===== config.mk =====
export PLATFORM = sky130hd
export DESIGN_NAME = pipe_stage_reg
export DESIGN_NICKNAME = d
export VERILOG_FILES = /design/src/rtl/pipe_pkg.sv /design/src/rtl/pipe_entry.sv /design/src/rtl/pipe_stage_reg.sv
export SDC_FILE = /design/constraint.sdc
export NUM_CORES = 1
export LEC_CHECK = 0
export ABC_CLOCK_PERIOD_IN_PS = 3900
export CAP_MARGIN = 20
export CORE_AREA = 5 5 126 128
export CTS_CLUSTER_DIAMETER = 100
export DETAILED_ROUTE_END_ITERATION = 6
export DIE_AREA = 0 0 131 133
export PLACE_DENSITY = 0.7
export SYNTH_ARGS = -nofsm -noshare
export SYNTH_HDL_FRONTEND = slang
export SYNTH_SLANG_ARGS = --single-unit

===== constraint.sdc =====
create_clock -name Clk -period 3.9 [get_ports Clk]
set_clock_uncertainty 0.15 [all_clocks]
set_input_delay 0.39 -clock Clk [delete_from_list [all_inputs] [get_ports Clk]]
set_output_delay 0.39 -clock Clk [all_outputs]
set_load 0.005 [all_outputs]

===== src/rtl/pipe_pkg.sv =====
// pipe_pkg -- shared definitions for the pipeline stage registers.
//
// Contents:
//   occ_state_e   occupancy state of a stage register (EMPTY / ONE / FULL)
//   CTRL_WE_BIT   index of the architectural-write enable inside a control bundle
//   *_DATA_W / *_CTRL_W  payload and control widths for each stage boundary
package pipe_pkg;

  // Encoded so the state value equals the number of held entries.
  typedef enum logic [1:0] {
    EMPTY = 2'd0,
    ONE   = 2'd1,
    FULL  = 2'd2
  } occ_state_e;

  // Bit 0 of every control bundle enables the downstream architectural write.
  localparam int CTRL_WE_BIT = 0;

  // IF/ID: PC+4 and fetched instruction.
  localparam int IFID_DATA_W  = 64;
  localparam int IFID_CTRL_W  = 2;
  // ID/EX: PC+4, two register operands and sign-extended immediate.
  localparam int IDEX_DATA_W  = 128;
  localparam int IDEX_CTRL_W  = 8;
  // EX/MEM: ALU result, store data and PC+4.
  localparam int EXMEM_DATA_W = 96;
  localparam int EXMEM_CTRL_W = 8;
  // MEM/WB: load data, ALU result and destination register.
  localparam int MEMWB_DATA_W = 69;
  localparam int MEMWB_CTRL_W = 4;

endpackage


===== src/rtl/pipe_entry.sv =====
// pipe_entry -- one {valid, ctrl, data} storage slot of a pipeline stage.
//
// Ports:
//   clk      rising-edge clock
//   clr_i    zero the whole entry (flush / reset); highest priority
//   ld_i     load valid_i / ctrl_i / data_i
//   inv_i    drop the valid bit only; ctrl and data keep their value
//   valid_i, ctrl_i, data_i   values written on ld_i
//   valid_o, ctrl_o, data_o   current contents
module pipe_entry #(
  parameter int DATA_W = 96,
  parameter int CTRL_W = 8
) (
  input  logic              clk,
  input  logic              clr_i,
  input  logic              ld_i,
  input  logic              inv_i,
  input  logic              valid_i,
  input  logic [CTRL_W-1:0] ctrl_i,
  input  logic [DATA_W-1:0] data_i,
  output logic              valid_o,
  output logic [CTRL_W-1:0] ctrl_o,
  output logic [DATA_W-1:0] data_o
);

  logic              valid_q, valid_d;
  logic [CTRL_W-1:0] ctrl_q,  ctrl_d;
  logic [DATA_W-1:0] data_q,  data_d;

  always_comb begin
    // NOTE: every _d gets its hold value first, so no path leaves one unassigned and no latch is inferred.
    valid_d = valid_q;
    ctrl_d  = ctrl_q;
    data_d  = data_q;
    if (clr_i) begin
      // NOTE: the payload is cleared too, not just valid, because data_o must read zero after reset or flush.
      valid_d = 1'b0;
      ctrl_d  = '0;
      data_d  = '0;
    end else if (ld_i) begin
      valid_d = valid_i;
      ctrl_d  = ctrl_i;
      data_d  = data_i;
    end else if (inv_i) begin
      // Payload is deliberately retained after the entry drains.
      valid_d = 1'b0;
    end
  end

  // NOTE: non-blocking assignments so every flop samples the pre-edge values together.
  always_ff @(posedge clk) begin
    valid_q <= valid_d;
    ctrl_q  <= ctrl_d;
    data_q  <= data_d;
  end

  assign valid_o = valid_q;
  assign ctrl_o  = ctrl_q;
  assign data_o  = data_q;

endmodule


===== src/rtl/pipe_stage_reg.sv =====
// pipe_stage_reg -- parametrised pipeline stage register with valid/ready
// handshake, back-pressure, synchronous flush and bubble insertion.
//
// Build option: define PIPE_SKID_EN for a two-entry skid buffer whose
// InReady depends only on state. Without it a single head entry is used and
// InReady = !OutValid || OutReady.
//
// Ports:
//   Clk, Rst           clock, synchronous active-high reset (acts like Flush)
//   Flush              kill all held entries on the next edge
//   InValid/InReady    upstream handshake; InData/InCtrl upstream entry
//   OutValid/OutReady  downstream handshake; OutData/OutCtrl head entry
//   Occupancy          number of held entries
// OutCtrl is zero whenever OutValid is low, so a bubble never writes state.
module pipe_stage_reg
  import pipe_pkg::*;
#(
  parameter int DATA_W = 96,
  parameter int CTRL_W = 8
) (
  input  logic              Clk,
  input  logic              Rst,
  input  logic              Flush,
  input  logic              InValid,
  output logic              InReady,
  input  logic [DATA_W-1:0] InData,
  input  logic [CTRL_W-1:0] InCtrl,
  output logic              OutValid,
  input  logic              OutReady,
  output logic [DATA_W-1:0] OutData,
  output logic [CTRL_W-1:0] OutCtrl,
  output logic [1:0]        Occupancy
);

  occ_state_e state_q, state_d;

  logic kill;
  logic in_xfer;
  logic out_xfer;

  logic              head_ld, head_inv;
  logic              head_valid_in;
  logic [CTRL_W-1:0] head_ctrl_in;
  logic [DATA_W-1:0] head_data_in;
  logic              head_valid;
  logic [CTRL_W-1:0] head_ctrl;
  logic [DATA_W-1:0] head_data;

  // A flushed cycle transfers nothing in either direction.
  assign kill     = Rst | Flush;
  assign in_xfer  = InValid & InReady & ~kill;
  assign out_xfer = head_valid & OutReady & ~kill;

`ifdef PIPE_SKID_EN
  logic              skid_ld, skid_inv;
  logic              skid_valid;
  logic [CTRL_W-1:0] skid_ctrl;
  logic [DATA_W-1:0] skid_data;
  logic              head_from_skid;

  // State-only ready: no combinational path from OutReady to InReady.
  assign InReady = (state_q != FULL);

  always_comb begin
    state_d        = state_q;
    head_ld        = 1'b0;
    head_inv       = 1'b0;
    skid_ld        = 1'b0;
    skid_inv       = 1'b0;
    head_from_skid = 1'b0;
    if (!kill) begin
      unique case (state_q)
        EMPTY: begin
          if (in_xfer) begin
            head_ld = 1'b1;
            state_d = ONE;
          end
        end
        ONE: begin
          if (in_xfer && out_xfer) begin
            head_ld = 1'b1;
          end else if (in_xfer) begin
            skid_ld = 1'b1;
            state_d = FULL;
          end else if (out_xfer) begin
            head_inv = 1'b1;
            state_d  = EMPTY;
          end
        end
        FULL: begin
          // Input is never accepted here, so only the drain case exists.
          if (out_xfer) begin
            head_ld        = 1'b1;
            head_from_skid = 1'b1;
            skid_inv       = 1'b1;
            state_d        = ONE;
          end
        end
        default: state_d = EMPTY;
      endcase
    end else begin
      state_d = EMPTY;
    end
  end

  assign head_valid_in = head_from_skid ? skid_valid : 1'b1;
  assign head_ctrl_in  = head_from_skid ? skid_ctrl  : InCtrl;
  assign head_data_in  = head_from_skid ? skid_data  : InData;

  pipe_entry #(
    .DATA_W (DATA_W),
    .CTRL_W (CTRL_W)
  ) u_skid (
    .clk     (Clk),
    .clr_i   (kill),
    .ld_i    (skid_ld),
    .inv_i   (skid_inv),
    .valid_i (1'b1),
    .ctrl_i  (InCtrl),
    .data_i  (InData),
    .valid_o (skid_valid),
    .ctrl_o  (skid_ctrl),
    .data_o  (skid_data)
  );

  assign Occupancy = state_q;
`else
  // Single entry: a full head may still accept when it drains on the same edge.
  assign InReady = ~head_valid | OutReady;

  always_comb begin
    state_d  = state_q;
    head_ld  = 1'b0;
    head_inv = 1'b0;
    if (!kill) begin
      unique case (state_q)
        EMPTY: begin
          if (in_xfer) begin
            head_ld = 1'b1;
            state_d = ONE;
          end
        end
        ONE: begin
          // in_xfer here implies out_xfer: the old head leaves as the new one loads.
          if (in_xfer) begin
            head_ld = 1'b1;
          end else if (out_xfer) begin
            head_inv = 1'b1;
            state_d  = EMPTY;
          end
        end
        default: state_d = EMPTY;
      endcase
    end else begin
      state_d = EMPTY;
    end
  end

  assign head_valid_in = 1'b1;
  assign head_ctrl_in  = InCtrl;
  assign head_data_in  = InData;

  assign Occupancy = {1'b0, head_valid};
`endif

  always_ff @(posedge Clk) begin
    if (Rst) begin
      state_q <= EMPTY;
    end else begin
      state_q <= state_d;
    end
  end

  pipe_entry #(
    .DATA_W (DATA_W),
    .CTRL_W (CTRL_W)
  ) u_head (
    .clk     (Clk),
    .clr_i   (kill),
    .ld_i    (head_ld),
    .inv_i   (head_inv),
    .valid_i (head_valid_in),
    .ctrl_i  (head_ctrl_in),
    .data_i  (head_data_in),
    .valid_o (head_valid),
    .ctrl_o  (head_ctrl),
    .data_o  (head_data)
  );

  assign OutValid = head_valid;
  assign OutData  = head_data;
  // Bubble: gate control so no downstream write happens; data is left as is.
  assign OutCtrl  = head_valid ? head_ctrl : '0;

endmodule

==> out/qor_table.md <==
| Metric | This run | Unit |
| --- | --- | --- |
| Post-detailed-route wirelength per cell | 15.9 | um |
| Maximum net fanout on the critical path | 51 | - |
| Netlist Area Pre-Place | 0.00430 | mm^2 |
| Flop-to-flop setup slack | 1.60 | ns |
| Total buffers and inverters traversed by the critical path | 2 | - |
| Startpoint of the lowest-slack register-to-register path | u_head.valid_o$_SDFFE_PN0P_ | - |
| Power consumption | 2.39 | mW |
| Total of fill cells in the finished design | 1,399 | - |
| Violation count after the first detailed-routing iteration | 218 | - |
| Minimum period implied by the final worst setup slack | 2.61 | ns |
| Arrival time worst endpoint | 2.07 | ns |
| Total number of H-tree levels | 3 | - |
| Post-layout instance count excluding filler cells | 859 | - |
| Residual overflow from global routing | 0 | - |
| Crit. End Element | primary output | - |
| Antenna diode count | 0 | - |
| Clock root buffer | sky130_fd_sc_hd__clkbuf_16 | - |
| Quantity of gates resized following cts | 0 | - |
| Final Hold Viols | 0 | - |
| # rows | 45 | - |
| Area of all sequential standard cells | 0.00212 | mm^2 |
| List of cells traversed by the critical path | clkdlybuf4s50_1, nand2b_4, clkdlybuf4s50_1 | - |
| Net Count, Synth | 606 | - |
| Total clock buffers created by CTS | 9 | - |
| Number of clock sinks seen by CTS | 106 | - |
| Result of the run | finished, final reports clean | - |
| Die outline area | 0.0174 | mm^2 |
| Number of max-slew violations in the final report | 0 | - |
| Relative max-transition margin | 38.9 | % |
| Slowest cell on crit path | sky130_fd_sc_hd__clkdlybuf4s50_1 | - |
| Placer's final routability congestion estimate | 0.823 | - |
| Placeable core region | 0.0148 | mm^2 |
| Sequential share of the synthesized area | 49.3 | % |
| Post-layout instance area | 0.00674 | mm^2 |
| Hold buffer count at cts | 0 | - |
| Sort of element at the start of the critical path | primary input | - |
| Height of the die | 133 | um |
| Die extent in x | 131 | um |
| Clock input transition at the sequential cells of the worst setup and hold paths | 0.07 | ns |
| Power Density | 355 | mW/mm^2 |
| Deepest clock path buffer count | 2 | - |
| WHS | 0.307 | ns |
| HP Class | register to register | - |
| DP Cell Count | 843 | - |
| Aggregate global-route resource usage | 15.0 | % |
| Unrepaired setup endpoints after global routing | no | - |
| Total of buffers placed on input and output ports | 215 | - |
| Total detailed-routing wirelength | 13,700 | um |
| CP Class | primary input to primary output | - |
| Count of endpoints failing setup in the final report | 0 | - |
| Total of flip-flops plus latches after synthesis | 106 | - |
| R2R Path End | u_head.data_o[85]$_SDFFE_PN0P_ | - |
| Via count | 4,270 | - |
| Maximum clock frequency | 384 | MHz |
| Capturing instance or port of the critical path | InReady | - |
| Wire length of the first global-routing pass | 21,200 | um |
| Warning count from the yosys run | 0 | - |
| Final worst setup slack | 1.29 | ns |
| Placed cell areas | 0.00643 | mm^2 |
| Share of layout cells above drive strength 1 | 11.0 | % |
| Data required time at the worst endpoint | 3.36 | ns |
| Crit share post-route | 66.8 | % |
| Vias per std cell | 4.97 | - |
| Maximum capacitance violations | 0 | - |
| Most frequent CP cell | sky130_fd_sc_hd__clkdlybuf4s50_1 | - |
| Start point of the critical path | OutReady | - |
| R2R depth | 4 | - |
| Antenna violations before repair | 0 | - |
| Area growth syn-to-layout | 56.7 | % |
| Effective utilization at floorplan | 29.2 | % |
| Final layout net count | 775 | - |
| Sum of negative setup slack | 0 | ns |
| Biggest cell delay along the critical path | 0.61 | ns |
| Cell count along the critical path | 3 | - |
| Latest clock arrival within the worst-skew pair | 0.33 | ns |
| Max IR drop VDD | 0.000213 | V |
| Most frequent cells in the layout | 214 x sky130_fd_sc_hd__clkdlybuf4s50_1, 106 x sky130_fd_sc_hd__dfxtp_1, 105 x sky130_fd_sc_hd__nand2_1 | - |
| Final core occ | 45.7 | % |
| Largest net degree at the start of global routing | 210 | - |
| Setup bufs post-CTS | 0 | - |
| Post-Place Setup Slack | 1.13 | ns |
| Leading cell type in the layout, fill and taps excluded | sky130_fd_sc_hd__clkdlybuf4s50_1 | - |
| Number of global-route vias before repair | 4,027 | - |
| Post-route antenna net violation count | 0 | - |
| Leak pwr | 2.25 | nW |
| Post-route DRC violation count | 0 | - |
| Cell count after synthesis | 497 | - |
| I/O pin total | 217 | - |
| Post-detailed-placement half-perimeter wirelength | 9320 | um |
| Area of the multi-input gates | 0.00187 | mm^2 |
| Distinct cells, synth | 19 | - |
| Detailed-routing iteration count for the pre-antenna-repair pass | 4 | - |
| Worst-margin pin slew | 0.916 | ns |
| Average cell area after synthesis | 8.66 | um^2 |
| Clock tree from TritonCTS | done | - |
| Critical path's top delay family | buffers and inverters | - |
## synth_stat cells
cell	count	area (um^2)
sky130_fd_sc_hd__a21boi_0	1	7.51
sky130_fd_sc_hd__a21oi_1	1	5.00
sky130_fd_sc_hd__and2_1	8	50.1
sky130_fd_sc_hd__and2_4	1	8.76
sky130_fd_sc_hd__buf_2	3	15.0
sky130_fd_sc_hd__buf_4	5	37.5
sky130_fd_sc_hd__buf_6	8	90.1
sky130_fd_sc_hd__clkbuf_1	41	154
sky130_fd_sc_hd__clkbuf_2	5	25.0
sky130_fd_sc_hd__conb_1	1	3.75
sky130_fd_sc_hd__dfxtp_1	106	2120
sky130_fd_sc_hd__nand2_1	105	394
sky130_fd_sc_hd__nand2b_4	1	13.8
sky130_fd_sc_hd__nand4_1	104	651
sky130_fd_sc_hd__nor2_1	1	3.75
sky130_fd_sc_hd__nor3_1	1	5.00
sky130_fd_sc_hd__o21a_1	1	7.51
sky130_fd_sc_hd__o21ai_0	54	270
sky130_fd_sc_hd__o21ai_2	50	438
## report_power, final
group	internal (mW)	leakage (nW)	switching [mW]
registers	1.12	0.864	0.0215
logic	0.183	1.24	0.142
clock network	0.519	0.142	0.407
total	1.82	2.25	0.571
## worst min-delay path: stages (launching register included)
cell	delay, ns
sky130_fd_sc_hd__dfxtp_1	0.31
sky130_fd_sc_hd__nand2_1	0.06
sky130_fd_sc_hd__o21ai_2	0.04
## flip-flops by register name, indices dropped and copies added (netlist names)
register	flops
state_q	1
u_head.valid_o	1
u_head.data_o	96
u_head.ctrl_o	8
## cells by family after synthesis
group,after synthesis,synth area share [%]
compound gates,107,16.9
simple gates,221,26.2
other cells,1,0.0872
buf+inv,62,7.48
flops,106,49.3
## worst min-delay path by stage
stage | from | endpoint | cells past startpoint
floorplan | u_head.ctrl_o[0]$_SDFFE_PN0P_ | u_head.ctrl_o[0]$_SDFFE_PN0P_ | 2
CTS | u_head.data_o[47]$_SDFFE_PN0P_ | u_head.data_o[47]$_SDFFE_PN0P_ | 2
finish | u_head.data_o[47]$_SDFFE_PN0P_ | u_head.data_o[47]$_SDFFE_PN0P_ | 2
detailed placement | u_head.ctrl_o[2]$_SDFFE_PN0P_ | u_head.ctrl_o[2]$_SDFFE_PN0P_ | 2
global placement | u_head.ctrl_o[1]$_SDFFE_PN0P_ | u_head.ctrl_o[1]$_SDFFE_PN0P_ | 2
global route | u_head.data_o[72]$_SDFFE_PN0P_ | u_head.data_o[72]$_SDFFE_PN0P_ | 2
## metal layers
metal	global-route usage (%)	vias to the layer above	wire [um]
met1	18.7	1999	5650
met5	0	-	0
met2	24.2	139	6720
li1	-	2118	-
met4	5.49	0	209
met3	4.40	14	1080
## layout make-up
cell class | count | area share [%]
clock buffers | 11 | 3.60
clock inverters | 5 | 0.928
multi-input cells | 329 | 27.7
flip-flops and latches | 106 | 31.5
well taps | 188 | 3.49
repair buffers | 220 | 32.8
Note: power is estimated with default switching activity, not from simulation.
